### src/rtl/mdu_pkg.sv
// rtl/mdu_pkg.sv - shared encodings for the multiply/divide sequencer
//
// Contents:
//   OP_*     operation encodings presented on op
//   state_t  sequencer state enum
//   ALU_*    adder control codes driven on the shared adder
//   DZ_QUOT  quotient returned for a divide by zero

package mdu_pkg;

    localparam logic [1:0] OP_MULT  = 2'b00;
    localparam logic [1:0] OP_MULTU = 2'b01;
    localparam logic [1:0] OP_DIV   = 2'b10;
    localparam logic [1:0] OP_DIVU  = 2'b11;

    localparam logic [3:0] ALU_ADD = 4'b0001;
    localparam logic [3:0] ALU_SUB = 4'b0011;

    localparam logic [31:0] DZ_QUOT = 32'hFFFF_FFFF;

    typedef enum logic [2:0] {
        ST_IDLE   = 3'd0,
        ST_PREP   = 3'd1,
        ST_CALC   = 3'd2,
        ST_FIX_LO = 3'd3,
        ST_FIX_HI = 3'd4,
        ST_DONE   = 3'd5
    } state_t;

endpackage

### src/rtl/mdu_seq_ctrl_adder.sv
// rtl/mdu_seq_ctrl_adder.sv - 32-bit carry-lookahead adder shared by the sequencer
//
// Ports:
//   i_a, i_b      32-bit operands (callers invert B themselves for subtraction)
//   i_cin         carry in
//   i_alu_ctl     operation code; any non-zero code enables overflow reporting
//   o_sum         i_a + i_b + i_cin (low 32 bits)
//   o_cout        carry out of bit 31
//   o_overflow    signed overflow of the addition
//   o_zero        o_sum is all zeros

module mdu_seq_ctrl_adder (
    input  logic [31:0] i_a,
    input  logic [31:0] i_b,
    input  logic        i_cin,
    input  logic [3:0]  i_alu_ctl,
    output logic [31:0] o_sum,
    output logic        o_cout,
    output logic        o_overflow,
    output logic        o_zero
);

    logic [31:0] w_g;
    logic [31:0] w_p;

    assign w_g = i_a & i_b;
    assign w_p = i_a ^ i_b;

    // 4-bit lookahead groups; group carries chain between groups.
    always_comb begin : cla
        logic [32:0] c;
        int          b;
        c    = '0;
        c[0] = i_cin;
        for (int k = 0; k < 8; k++) begin
            b = k * 4;
            c[b+1] = w_g[b] | (w_p[b] & c[b]);
            c[b+2] = w_g[b+1] | (w_p[b+1] & w_g[b]) | (w_p[b+1] & w_p[b] & c[b]);
            c[b+3] = w_g[b+2] | (w_p[b+2] & w_g[b+1]) | (w_p[b+2] & w_p[b+1] & w_g[b])
                   | (w_p[b+2] & w_p[b+1] & w_p[b] & c[b]);
            c[b+4] = w_g[b+3] | (w_p[b+3] & w_g[b+2]) | (w_p[b+3] & w_p[b+2] & w_g[b+1])
                   | (w_p[b+3] & w_p[b+2] & w_p[b+1] & w_g[b])
                   | (w_p[b+3] & w_p[b+2] & w_p[b+1] & w_p[b] & c[b]);
        end
        o_sum      = w_p ^ c[31:0];
        o_cout     = c[32];
        o_overflow = (|i_alu_ctl) & (i_a[31] == i_b[31]) & (o_sum[31] != i_a[31]);
        o_zero     = (o_sum == 32'd0);
    end

endmodule

### src/rtl/mdu_seq_ctrl.sv
// rtl/mdu_seq_ctrl.sv - multi-cycle MULT/MULTU/DIV/DIVU sequencer on one shared adder
//
// Ports:
//   clk, rst_n    clock, synchronous active-low reset
//   start         launch request, sampled only while idle
//   op            00 MULT, 01 MULTU, 10 DIV, 11 DIVU
//   src_a, src_b  multiplicand/dividend, multiplier/divisor
//   busy          high while an op is in flight (cleared in the done cycle)
//   done          one-cycle result-valid pulse
//   div_by_zero   divide with zero divisor, valid with done
//   hi, lo        MUL: product[63:32]/[31:0]; DIV: remainder/quotient

module mdu_seq_ctrl
    import mdu_pkg::*;
#(
    parameter int WIDTH = 32,
    parameter int CNT_W = 5
) (
    input  logic             clk,
    input  logic             rst_n,
    input  logic             start,
    input  logic [1:0]       op,
    input  logic [WIDTH-1:0] src_a,
    input  logic [WIDTH-1:0] src_b,
    output logic             busy,
    output logic             done,
    output logic             div_by_zero,
    output logic [WIDTH-1:0] hi,
    output logic [WIDTH-1:0] lo
);

    state_t             r_state;
    logic               r_is_div;
    logic [WIDTH-1:0]   r_a;
    logic [WIDTH-1:0]   r_b;
    logic               r_sign_a;
    logic               r_sign_b;
    logic [WIDTH-1:0]   r_hi;
    logic [WIDTH-1:0]   r_lo;
    logic [CNT_W-1:0]   r_cnt;
    logic               r_fix_c;
    logic               r_busy;
    logic               r_done;
    logic               r_dz;

    logic [WIDTH-1:0]   w_add_a;
    logic [WIDTH-1:0]   w_add_b;
    logic               w_add_cin;
    logic [3:0]         w_add_ctl;
    logic [WIDTH-1:0]   w_sum;
    logic               w_cout;
    logic               w_add_ovf;
    logic               w_add_zero;
    logic               w_unused_flags;

    logic [WIDTH-1:0]   w_lo_src;
    logic               w_lo_neg;
    logic [WIDTH-1:0]   w_hi_sh;
    logic               w_sign_diff;
    logic               w_fix_hi;
    logic [WIDTH-1:0]   w_mul_s;
    logic               w_mul_c;

    // The operand that seeds lo (multiplier for MUL, dividend for DIV) is made
    // positive in PREP. The other operand stays as latched; when it is negative
    // its magnitude is folded into the CALC adder inputs instead:
    //   MUL: hi + |m| = hi + ~m + 1       DIV: hi - |d| = hi + d
    assign w_lo_src    = r_is_div ? r_a : r_b;
    assign w_lo_neg    = r_is_div ? r_sign_a : r_sign_b;
    assign w_hi_sh     = {r_hi[WIDTH-2:0], r_lo[WIDTH-1]};
    assign w_sign_diff = r_sign_a ^ r_sign_b;
    assign w_fix_hi    = r_is_div ? r_sign_a : w_sign_diff;
    assign w_mul_s     = r_lo[0] ? w_sum : r_hi;
    assign w_mul_c     = r_lo[0] & w_cout;

    assign w_unused_flags = w_add_ovf | w_add_zero;

    always_comb begin
        w_add_a   = '0;
        w_add_b   = '0;
        w_add_cin = 1'b0;
        w_add_ctl = 4'b0000;
        case (r_state)
            ST_PREP: begin
                if (w_lo_neg) begin
                    w_add_b   = ~w_lo_src;
                    w_add_cin = 1'b1;
                    w_add_ctl = ALU_ADD;
                end
            end
            ST_CALC: begin
                if (r_is_div) begin
                    w_add_a   = w_hi_sh;
                    w_add_b   = r_sign_b ? r_b : ~r_b;
                    w_add_cin = ~r_sign_b;
                    w_add_ctl = ALU_SUB;
                end else if (r_lo[0]) begin
                    w_add_a   = r_hi;
                    w_add_b   = r_sign_a ? ~r_a : r_a;
                    w_add_cin = r_sign_a;
                    w_add_ctl = ALU_ADD;
                end
            end
            ST_FIX_LO: begin
                if (w_sign_diff) begin
                    w_add_b   = ~r_lo;
                    w_add_cin = 1'b1;
                    w_add_ctl = ALU_ADD;
                end
            end
            ST_FIX_HI: begin
                if (w_fix_hi) begin
                    w_add_b   = ~r_hi;
                    w_add_cin = r_is_div ? 1'b1 : r_fix_c;
                    w_add_ctl = ALU_ADD;
                end
            end
            default: ;
        endcase
    end

    mdu_seq_ctrl_adder u_adder (
        .i_a        (w_add_a),
        .i_b        (w_add_b),
        .i_cin      (w_add_cin),
        .i_alu_ctl  (w_add_ctl),
        .o_sum      (w_sum),
        .o_cout     (w_cout),
        .o_overflow (w_add_ovf),
        .o_zero     (w_add_zero)
    );

    always_ff @(posedge clk) begin
        if (!rst_n) begin
            r_state  <= ST_IDLE;
            r_is_div <= 1'b0;
            r_a      <= '0;
            r_b      <= '0;
            r_sign_a <= 1'b0;
            r_sign_b <= 1'b0;
            r_hi     <= '0;
            r_lo     <= '0;
            r_cnt    <= '0;
            r_fix_c  <= 1'b0;
            r_busy   <= 1'b0;
            r_done   <= 1'b0;
            r_dz     <= 1'b0;
        end else begin
            r_done <= 1'b0;
            case (r_state)
                ST_IDLE: begin
                    if (start) begin
                        r_is_div <= op[1];
                        r_a      <= src_a;
                        r_b      <= src_b;
                        r_sign_a <= ~op[0] & src_a[WIDTH-1];
                        r_sign_b <= ~op[0] & src_b[WIDTH-1];
                        r_dz     <= 1'b0;
                        r_busy   <= 1'b1;
                        r_state  <= ST_PREP;
                    end
                end
                ST_PREP: begin
                    r_cnt <= '0;
                    if (r_is_div && (r_b == '0)) begin
                        r_hi    <= r_a;
                        r_lo    <= DZ_QUOT;
                        r_dz    <= 1'b1;
                        r_done  <= 1'b1;
                        r_busy  <= 1'b0;
                        r_state <= ST_DONE;
                    end else begin
                        r_hi    <= '0;
                        r_lo    <= w_lo_neg ? w_sum : w_lo_src;
                        r_state <= ST_CALC;
                    end
                end
                ST_CALC: begin
                    if (r_is_div) begin
                        // Restoring step: keep the trial remainder when the
                        // shifted partial remainder (33 bits incl. msb) >= divisor.
                        if (r_hi[WIDTH-1] | w_cout) begin
                            r_hi <= w_sum;
                            r_lo <= {r_lo[WIDTH-2:0], 1'b1};
                        end else begin
                            r_hi <= w_hi_sh;
                            r_lo <= {r_lo[WIDTH-2:0], 1'b0};
                        end
                    end else begin
                        r_hi <= {w_mul_c, w_mul_s[WIDTH-1:1]};
                        r_lo <= {w_mul_s[0], r_lo[WIDTH-1:1]};
                    end
                    r_cnt <= r_cnt + 1'b1;
                    if (r_cnt == CNT_W'(WIDTH - 1)) begin
                        r_state <= ST_FIX_LO;
                    end
                end
                ST_FIX_LO: begin
                    if (w_sign_diff) begin
                        r_lo    <= w_sum;
                        r_fix_c <= w_cout;
                    end
                    r_state <= ST_FIX_HI;
                end
                ST_FIX_HI: begin
                    if (w_fix_hi) begin
                        r_hi <= w_sum;
                    end
                    r_done  <= 1'b1;
                    r_busy  <= 1'b0;
                    r_state <= ST_DONE;
                end
                ST_DONE: begin
                    r_state <= ST_IDLE;
                end
                default: begin
                    r_state <= ST_IDLE;
                end
            endcase
        end
    end

    assign busy        = r_busy;
    assign done        = r_done;
    assign div_by_zero = r_dz;
    assign hi          = r_hi;
    assign lo          = r_lo;

endmodule
### config.mk
export PLATFORM = sky130hd
export DESIGN_NAME = mdu_seq_ctrl
export DESIGN_NICKNAME = d
export VERILOG_FILES = /design/src/rtl/mdu_pkg.sv /design/src/rtl/mdu_seq_ctrl_adder.sv /design/src/rtl/mdu_seq_ctrl.sv
export SDC_FILE = /design/constraint.sdc
export NUM_CORES = 1
export LEC_CHECK = 0
export CORE_MARGIN = 1.5
export CORE_UTILIZATION = 44
export CTS_BUF_LIST = sky130_fd_sc_hd__clkbuf_2 sky130_fd_sc_hd__clkbuf_4 sky130_fd_sc_hd__clkbuf_8
export CTS_CLUSTER_SIZE = 25
export DETAILED_ROUTE_END_ITERATION = 6
export PLACE_DENSITY_LB_ADDON = 0.15
export SLEW_MARGIN = 40
export SYNTH_ARGS = -nofsm -noshare
export SYNTH_HDL_FRONTEND = slang
export SYNTH_SLANG_ARGS = --single-unit
### constraint.sdc
create_clock -name clk -period 8.1 [get_ports clk]
set_input_delay 1.215 -clock clk [delete_from_list [all_inputs] [get_ports clk]]
set_output_delay 1.215 -clock clk [all_outputs]
set_load 0.01 [all_outputs]
; ---- After elaboration in Yosys (flattened, before gate mapping)
; Index checks and enable logic that the tools add are counted.
[totals]
regBits = 143
in_bits = 69
output_inout_bits = 67
elab_cells = 308
[classes]
addsub = 1
eq_ne = 10
mux = 46
bitwise = 223
n_reduce_logical = 15
[ops]
columns = operator, count
row1 = $mux 32, 20
row2 = $pmux 32 s3, 2
row3 = $not 32->32, 5
row4 = $and 1x1->1, 131
row5 = $pmux 32 s4, 1
row6 = $or 1x1->1, 81
row7 = $xor 32x32->32, 2
row8 = $and 32x32->32, 1
row9 = $logic_not 32->1, 1
row10 = $pmux 3 s5, 1
row11 = $mux 1, 14
row12 = $ne 2x2->1 const B, 5
row13 = $pmux 5 s2, 1
row14 = $reduce_and 2->1, 5
row15 = $mux 3, 3
row16 = $reduce_bool 3->1, 3
row17 = $eq 3x2->1 const B, 2
row18 = $reduce_and 3->1, 2
row19 = $add 5x1->5 const B, 1
row20 = $eq 5x5->1 const B, 1
row21 = $pmux 1 s2, 2
row22 = $pmux 1 s4, 1
row23 = $reduce_bool 2->1, 2
row24 = $eq 3x1->1 const B, 1
row25 = 6 further kinds, 7

; ---- Longest topological paths before layout
[logic_depth]
word_depth = 29
mapped_depth = 23
depth_no_buf = 21

; ---- By module
; From an unflattened synthesis, not the netlist that was laid out.
[hier_totals]
hier_cells = 1581
area_unflattened_um2 = 12091.6
[by_module_without_submodules]
columns = module, instances, cells_per_inst, area_each_um2, seq_area_each_um2
row1 = mdu_seq_ctrl, 1, 1381, 10508.8, 2862.7
row2 = mdu_seq_ctrl_adder, 1, 200, 1582.8, 0.0

; ---- Worst setup path after synthesis
; Ideal clock, no wire load.
[synth_timing]
kind = register -> register
start = reg r_is_div
end = reg r_hi[23], in the netlist hi[23]
setup_time_ps = 119
t_arrival_ps = 5734
required_time_ps = 7981
slack_ps = 2248
path_stages_with_launch = 22
n_path_buf = 6
period_less_slack_ps = 5852
path_cell_list = dfxtp_1 -> buf_4 -> clkbuf_1 -> clkbuf_1 -> clkbuf_1 -> clkbuf_1 -> clkbuf_1 -> a21oi_1 -> nor2_1 -> ha_1 -> a21oi_1 -> o21ai_0 -> a221oi_1 -> a21oi_4 -> a311o_1 -> a21o_1 -> fa_1 -> mux2_2 -> o21ai_0 -> o21ai_0 -> a221o_1 -> o221a_2
[synth_via]
elab_chain_len = 28
elab_cells_between_ends = 124
cone_classes = 1 x eq/ne / 20 x mux / 101 x bitwise / 2 x reduce/logical
[synth_rtl]
columns = element, line_no
row1 = start: declaration, mdu_seq_ctrl.sv:33  ; logic r_is_div;
row2 = start signal: assignment, mdu_seq_ctrl.sv:153  ; r_is_div <= op[1];
row3 = $mux 32, mdu_seq_ctrl.sv:68  ; assign w_lo_src = r_is_div ? r_a : r_b;
row4 = $not 32->32, mdu_seq_ctrl.sv:86  ; w_add_b = ~w_lo_src;
row5 = $mux 32, mdu_seq_ctrl.sv:85  ; if (w_lo_neg) begin
row6 = $pmux 32 s4, mdu_seq_ctrl.sv:83  ; case (r_state)
row7 = $xor 32x32->32 or $and 32x32->32 (tied branches), "mdu_seq_ctrl_adder.sv:27, mdu_seq_ctrl_adder.sv:26"
row8 = "$and 1x1->1, on equally long branches", "mdu_seq_ctrl_adder.sv:41, mdu_seq_ctrl_adder.sv:42, mdu_seq_ctrl_adder.sv:43"
row9 = $or 1x1->1 (tied with other cells) (2 in series), mdu_seq_ctrl_adder.sv:41  ; c[b+4] = w_g[b+3] | (w_p[b+3] & w_g[b+2]) | (w_p[b+3] & w_p[b+2] & w_g[b+1])
row10 = $or 1x1->1 or $and 1x1->1 (tied branches), "mdu_seq_ctrl_adder.sv:42, mdu_seq_ctrl_adder.sv:43"
row11 = (+11 left out), --
row12 = $and 1x1->1, mdu_seq_ctrl_adder.sv:43  ; | (w_p[b+3] & w_p[b+2] & w_p[b+1] & w_p[b] & c[b]);
row13 = $or 1x1->1, mdu_seq_ctrl_adder.sv:43
row14 = $and 1x1->1, mdu_seq_ctrl_adder.sv:43
row15 = $or 1x1->1, mdu_seq_ctrl_adder.sv:43
row16 = $or 1x1->1, mdu_seq_ctrl.sv:182  ; if (r_hi[WIDTH-1] | w_cout) begin
row17 = $mux 32, mdu_seq_ctrl.sv:182
row18 = $mux 32, mdu_seq_ctrl.sv:179  ; if (r_is_div) begin
row19 = $pmux 32 s3, mdu_seq_ctrl.sv:150  ; case (r_state)
row20 = end signal: assignment, mdu_seq_ctrl.sv:183  ; r_hi <= w_sum;
row21 = end signal: assignment, mdu_seq_ctrl.sv:186  ; r_hi <= w_hi_sh;
row22 = end signal: assignment, mdu_seq_ctrl.sv:190  ; r_hi <= {w_mul_c, w_mul_s[WIDTH-1:1]};
row23 = end: declaration, mdu_seq_ctrl.sv:38  ; logic [WIDTH-1:0] r_hi;
; Parallel ways exist; a longest one is shown, timed or not. The select of a mux whose other input is x is not followed.
; A chain may end at the register's enable or synchronous reset.

; ---- Final worst setup path
[layout_timing]
start = reg r_state[1]
end = reg r_hi[23], in the netlist hi[23]
[layout_via]
elab_chain_len = 26
elab_cells_between_ends = 115
cone_classes = 5 x eq/ne / 8 x mux / 100 x bitwise / 2 x reduce/logical
[layout_rtl]
columns = element, line_no
row1 = start: declaration, mdu_seq_ctrl.sv:32  ; state_t r_state;
row2 = start signal: assignment, mdu_seq_ctrl.sv:135  ; r_state <= ST_IDLE;
row3 = start signal: assignment, mdu_seq_ctrl.sv:160  ; r_state <= ST_PREP;
row4 = start signal: assignment, mdu_seq_ctrl.sv:171  ; r_state <= ST_DONE;
row5 = $eq 3x3->1 (tied with other cells), "mdu_seq_ctrl.sv:83, mdu_seq_ctrl.sv:150"
row6 = $pmux 32 s4 or $mux 32 (tied branches), mdu_seq_ctrl.sv:83
row7 = $xor 32x32->32 or $and 32x32->32 (tied branches), "mdu_seq_ctrl_adder.sv:27, mdu_seq_ctrl_adder.sv:26"
row8 = "$and 1x1->1, on equally long branches", "mdu_seq_ctrl_adder.sv:41, mdu_seq_ctrl_adder.sv:42, mdu_seq_ctrl_adder.sv:43"
row9 = $or 1x1->1 (tied with other cells) (2 in series), mdu_seq_ctrl_adder.sv:41
row10 = $or 1x1->1 or $and 1x1->1 (tied branches), "mdu_seq_ctrl_adder.sv:42, mdu_seq_ctrl_adder.sv:43"
row11 = $or 1x1->1, mdu_seq_ctrl_adder.sv:43
row12 = $and 1x1->1, mdu_seq_ctrl_adder.sv:43
row13 = (+9 left out), --
row14 = $and 1x1->1, mdu_seq_ctrl_adder.sv:43
row15 = $or 1x1->1, mdu_seq_ctrl_adder.sv:43
row16 = $and 1x1->1, mdu_seq_ctrl_adder.sv:43
row17 = $or 1x1->1, mdu_seq_ctrl_adder.sv:43
row18 = $or 1x1->1, mdu_seq_ctrl.sv:182
row19 = $mux 32, mdu_seq_ctrl.sv:182
row20 = $mux 32, mdu_seq_ctrl.sv:179
row21 = $pmux 32 s3, mdu_seq_ctrl.sv:150
; Parallel ways exist; a longest one is shown, timed or not. The select of a mux whose other input is x is not followed.

==> results.md <==
- Status: complete, no violations
- Commonest cells post-synth: nand2_1, a21oi_1, dfxtp_1
- Prevailing post-synth register cell: dfxtp_1
- Vias/cell: approximately 6.4
- Clock skew: roughly 22 ps
- Hold Crit Depth: 2
- Area Growth Syn to Fin: 16.16%
- Clock transition at path regs: roughly 110 ps
- Power Density: around 180 nW/um^2
- First-pass GRT wire length: approximately 71000 um
- I/O Buffers: 135
- Pins Over Slew Limit: 0
- Least-Margin Pin Slew: 896.5 ps
- Mapped cell area: 11840 sq um
- Post-route ant nets: 0
- Final hold vios: 0
- Post-CTS sizing: 0
- Layout cell share with drive strength beyond 1: 6.735%
- Distinct cells, synth: 70
- CTS max path bufs: 2
- Number of synthesized flops with an enable pin: 0
- Via count: ~13k
- Height of the chip: 167.0 um
- Die area: ~28000 sq um
- Pleak: 0.005068 uW
- Final Net Count: about 1.7k
- Worst R2R Path Depth: 17
- XOR/XNOR share of the synthesized area: under 10%
- M1 GR Usage: roughly half
- F_max: about 160 MHz
- DR DRC count: 0
- Min-delay src: div_by_zero
- Congestion Overflow GR: 0
- Initial Util: between 40 and 50%
- Crit path DAT: 6640 ps
- Routed len/inst: roughly 24 um
- Fin util: around 52%
- Peak VDD IR: 0.00009403 V
- R2r setup slk: 1850 ps
- Setup Slack @ Placement: around 1900 ps
- Post-synthesis mux area share: about 7.7%
- Worst hold path endpoint: div_by_zero
- CP max stage delay: around 770 ps
- H-tree depth: 4
- Final hold slack: between 400 and 500 ps
- Post-synth top area share: about 24%
- Post-Synth Simple-Gate Area: between 10% and 20%
- Largest cells by area after synthesis: dfxtp_1, nand2_1, mux2i_1, a21oi_1, a21boi_0
- # hold bufs at CTS: 0
- GR Util met3: between 10% and 20%
- Skew-Pair Late Insertion Delay: around 490 ps
- Register area: approximately 2900 sq um
- Worst path required time: 8490 ps
- Most frequent CP cell: o21ai_0
- Placed wire-length estimate: approximately 33000 um
- Syn Inst Count: ~1.6k
- Placer congestion estimate: between 0.9 and 1
- Sum Neg Setup Slack: 0 ps
- Mapped Avg Cell Area: between 7 and 8 sq um
- Syn_nets: 1698
- CTS tree: done
- Initial antenna violation count: 1
- Die width: 167.0 um
- Total CTS buffers: 17
- Slowest CP cell: a221oi_1
- Setup slack after layout: about 1900 ps
- Max Cap Viol: 0
- Worst setup SP type: flip-flop
- Yosys warning count: 0
- Tmin final: ~6200 ps
- Slew HR: just over 40%
- Total track usage: 33.13%
- Met2 Use GR: between 40% and 50%
- Gr busiest metal: met1
- Share of flip-flops with an asynchronous set or reset: 0%
- Largest family of logic cells by synthesized area: compound AO/OA/AOI/OAI gates
- Area leader, netlist: dfxtp_1
- Core Rows: 59
- Pin count of the biggest net entering global routing: 98
- Final Cycle Share: 77.14%
- Hold crit path type: reg2reg
- Total power: between 2000 and 2500 uW
- Clock Sinks: ~140
- Most common cell in the netlist: nand2_1
- Number of global-route vias before repair: 11.48k
- Fillers: roughly 2.6k
- Critical Path End Type: flip-flop
- Flops & latches, synth: about 140
- Adder-Cell Fraction of Synth Area: 4.947%
- Worst reg2reg endpoint: hi[23]
- Area of the core: between 20000 and 30000 sq um
- Multi-input logic area: around 8400 sq um
- Crit-path max FO: 16
- RSZ-0062 raised after global routing: false
- Iteration-0 DRC Markers: around 1.6k
- Synth Area in Compound Gates: ~33%
- Worst r2r src: r_state[1]
- Clock root buffer: clkbuf_8
- Finish-stage setup viols: 0
- Routed WL: between 40000 and 50000 um
- Setup Fix Bufs, Post-CTS: 0
- Diodes inserted: 0
- Crit-path cells: clkinv_1 > nor3_1 > nand2b_1 > o221ai_1 > ha_1 > a21oi_1 > o21ai_0 > a221oi_1 > a21oi_4 > a311o_1 > a21o_1 > fa_1 > mux2_2 > o21ai_0 > o21ai_0 > a221o_1 > o221a_2
- CP Class: reg2reg
- Sequential element share of the synthesized area: approximately a quarter
- Io pins: ~140
- 1st-pass router iterations: 6
-- cell type report --
class	instances	share of cell area, %
clock inverters	14	1.065
clock buffers	17	1.702
repair buffers	168	11.64
multi-input cells	1291	61.26
well taps	335	3.049
flip-flops and latches	143	20.88
inverters	15	0.4095
-- power by group --
part | internal, uW | switching (uW)
Clock | 253 | 356
Combinational | 371 | 519
Sequential | 787 | 202
Total | 1410 | 1080
-- cells in the final DEF (no fill, tap or decap), types with 13 or more instances in the layout --
master	n
a211oi_1	30
a21boi_0	88
a21oi_1	150
a221oi_1	22
a22oi_1	42
a31oi_1	13
and2_1	14
and3_1	35
buf_4	33
clkbuf_8	17
clkdlybuf4s50_1	134
dfxtp_1	139
ha_1	34
mux2i_1	76
nand2_1	236
nor2_1	128
o211ai_1	13
o21ai_0	87
o221ai_1	44
xnor2_1	47
xor2_1	41
-- worst max-delay path by stage --
| stage | slack [ps] | depth (start not counted) | startpoint | to |
|---|---|---|---|---|
| after global routing | 1290 | 17 | r_state[1] | hi[23] |
| after global placement | 1930 | 17 | r_is_div | hi[23] |
| after detailed placement | 1930 | 18 | r_is_div | hi[23] |
| after floorplan | 2250 | 21 | r_is_div | hi[23] |
| after CTS | 1930 | 18 | r_is_div | hi[23] |
| final | 1850 | 17 | r_state[1] | hi[23] |
-- metal layers --
| layer | routed length, um | vias up |
|---|---|---|
| met3 | 6553 | 71 |
| li1 | - | 5911 |
| met1 | 21600 | 5944 |
| met5 | 0 | - |
| met4 | 953 | 0 |
| met2 | 18310 | 807 |
-- sequential cells by signal (all words and copies together) (netlist names), 3 cells and up --
register and cells:
hi 32, r_a 32, lo 32, r_state 3, r_b 32, r_cnt 5
-- per-stage QoR --
stage               instance area, sq um  cells
finish                             13750   1983
global route                       13750   1983
CTS                                13740   1983
detailed placement                 13360   1952
global placement                   13350   1952
floorplan                          11840   1587
-- critical path, delay by kind of cell (launching register included) --
family,cells,cell delay (ps)
AO/OA/AOI/OAI,11,3180
multiplexers,1,290
buffers and inverters,1,420
AND/OR/NAND/NOR,2,760
adder cells (fa/ha/maj),2,860
flip-flops,1,650
-- logic make-up after synthesis --
logic type	after synthesis
flip-flops	143
AND/OR/NAND/NOR	496
adder cells (fa/ha/maj)	42
buffers and inverters	153
AO/OA/AOI/OAI	576
multiplexers	89
XOR/XNOR	88
Note: power is estimated with default switching activity, not from simulation.
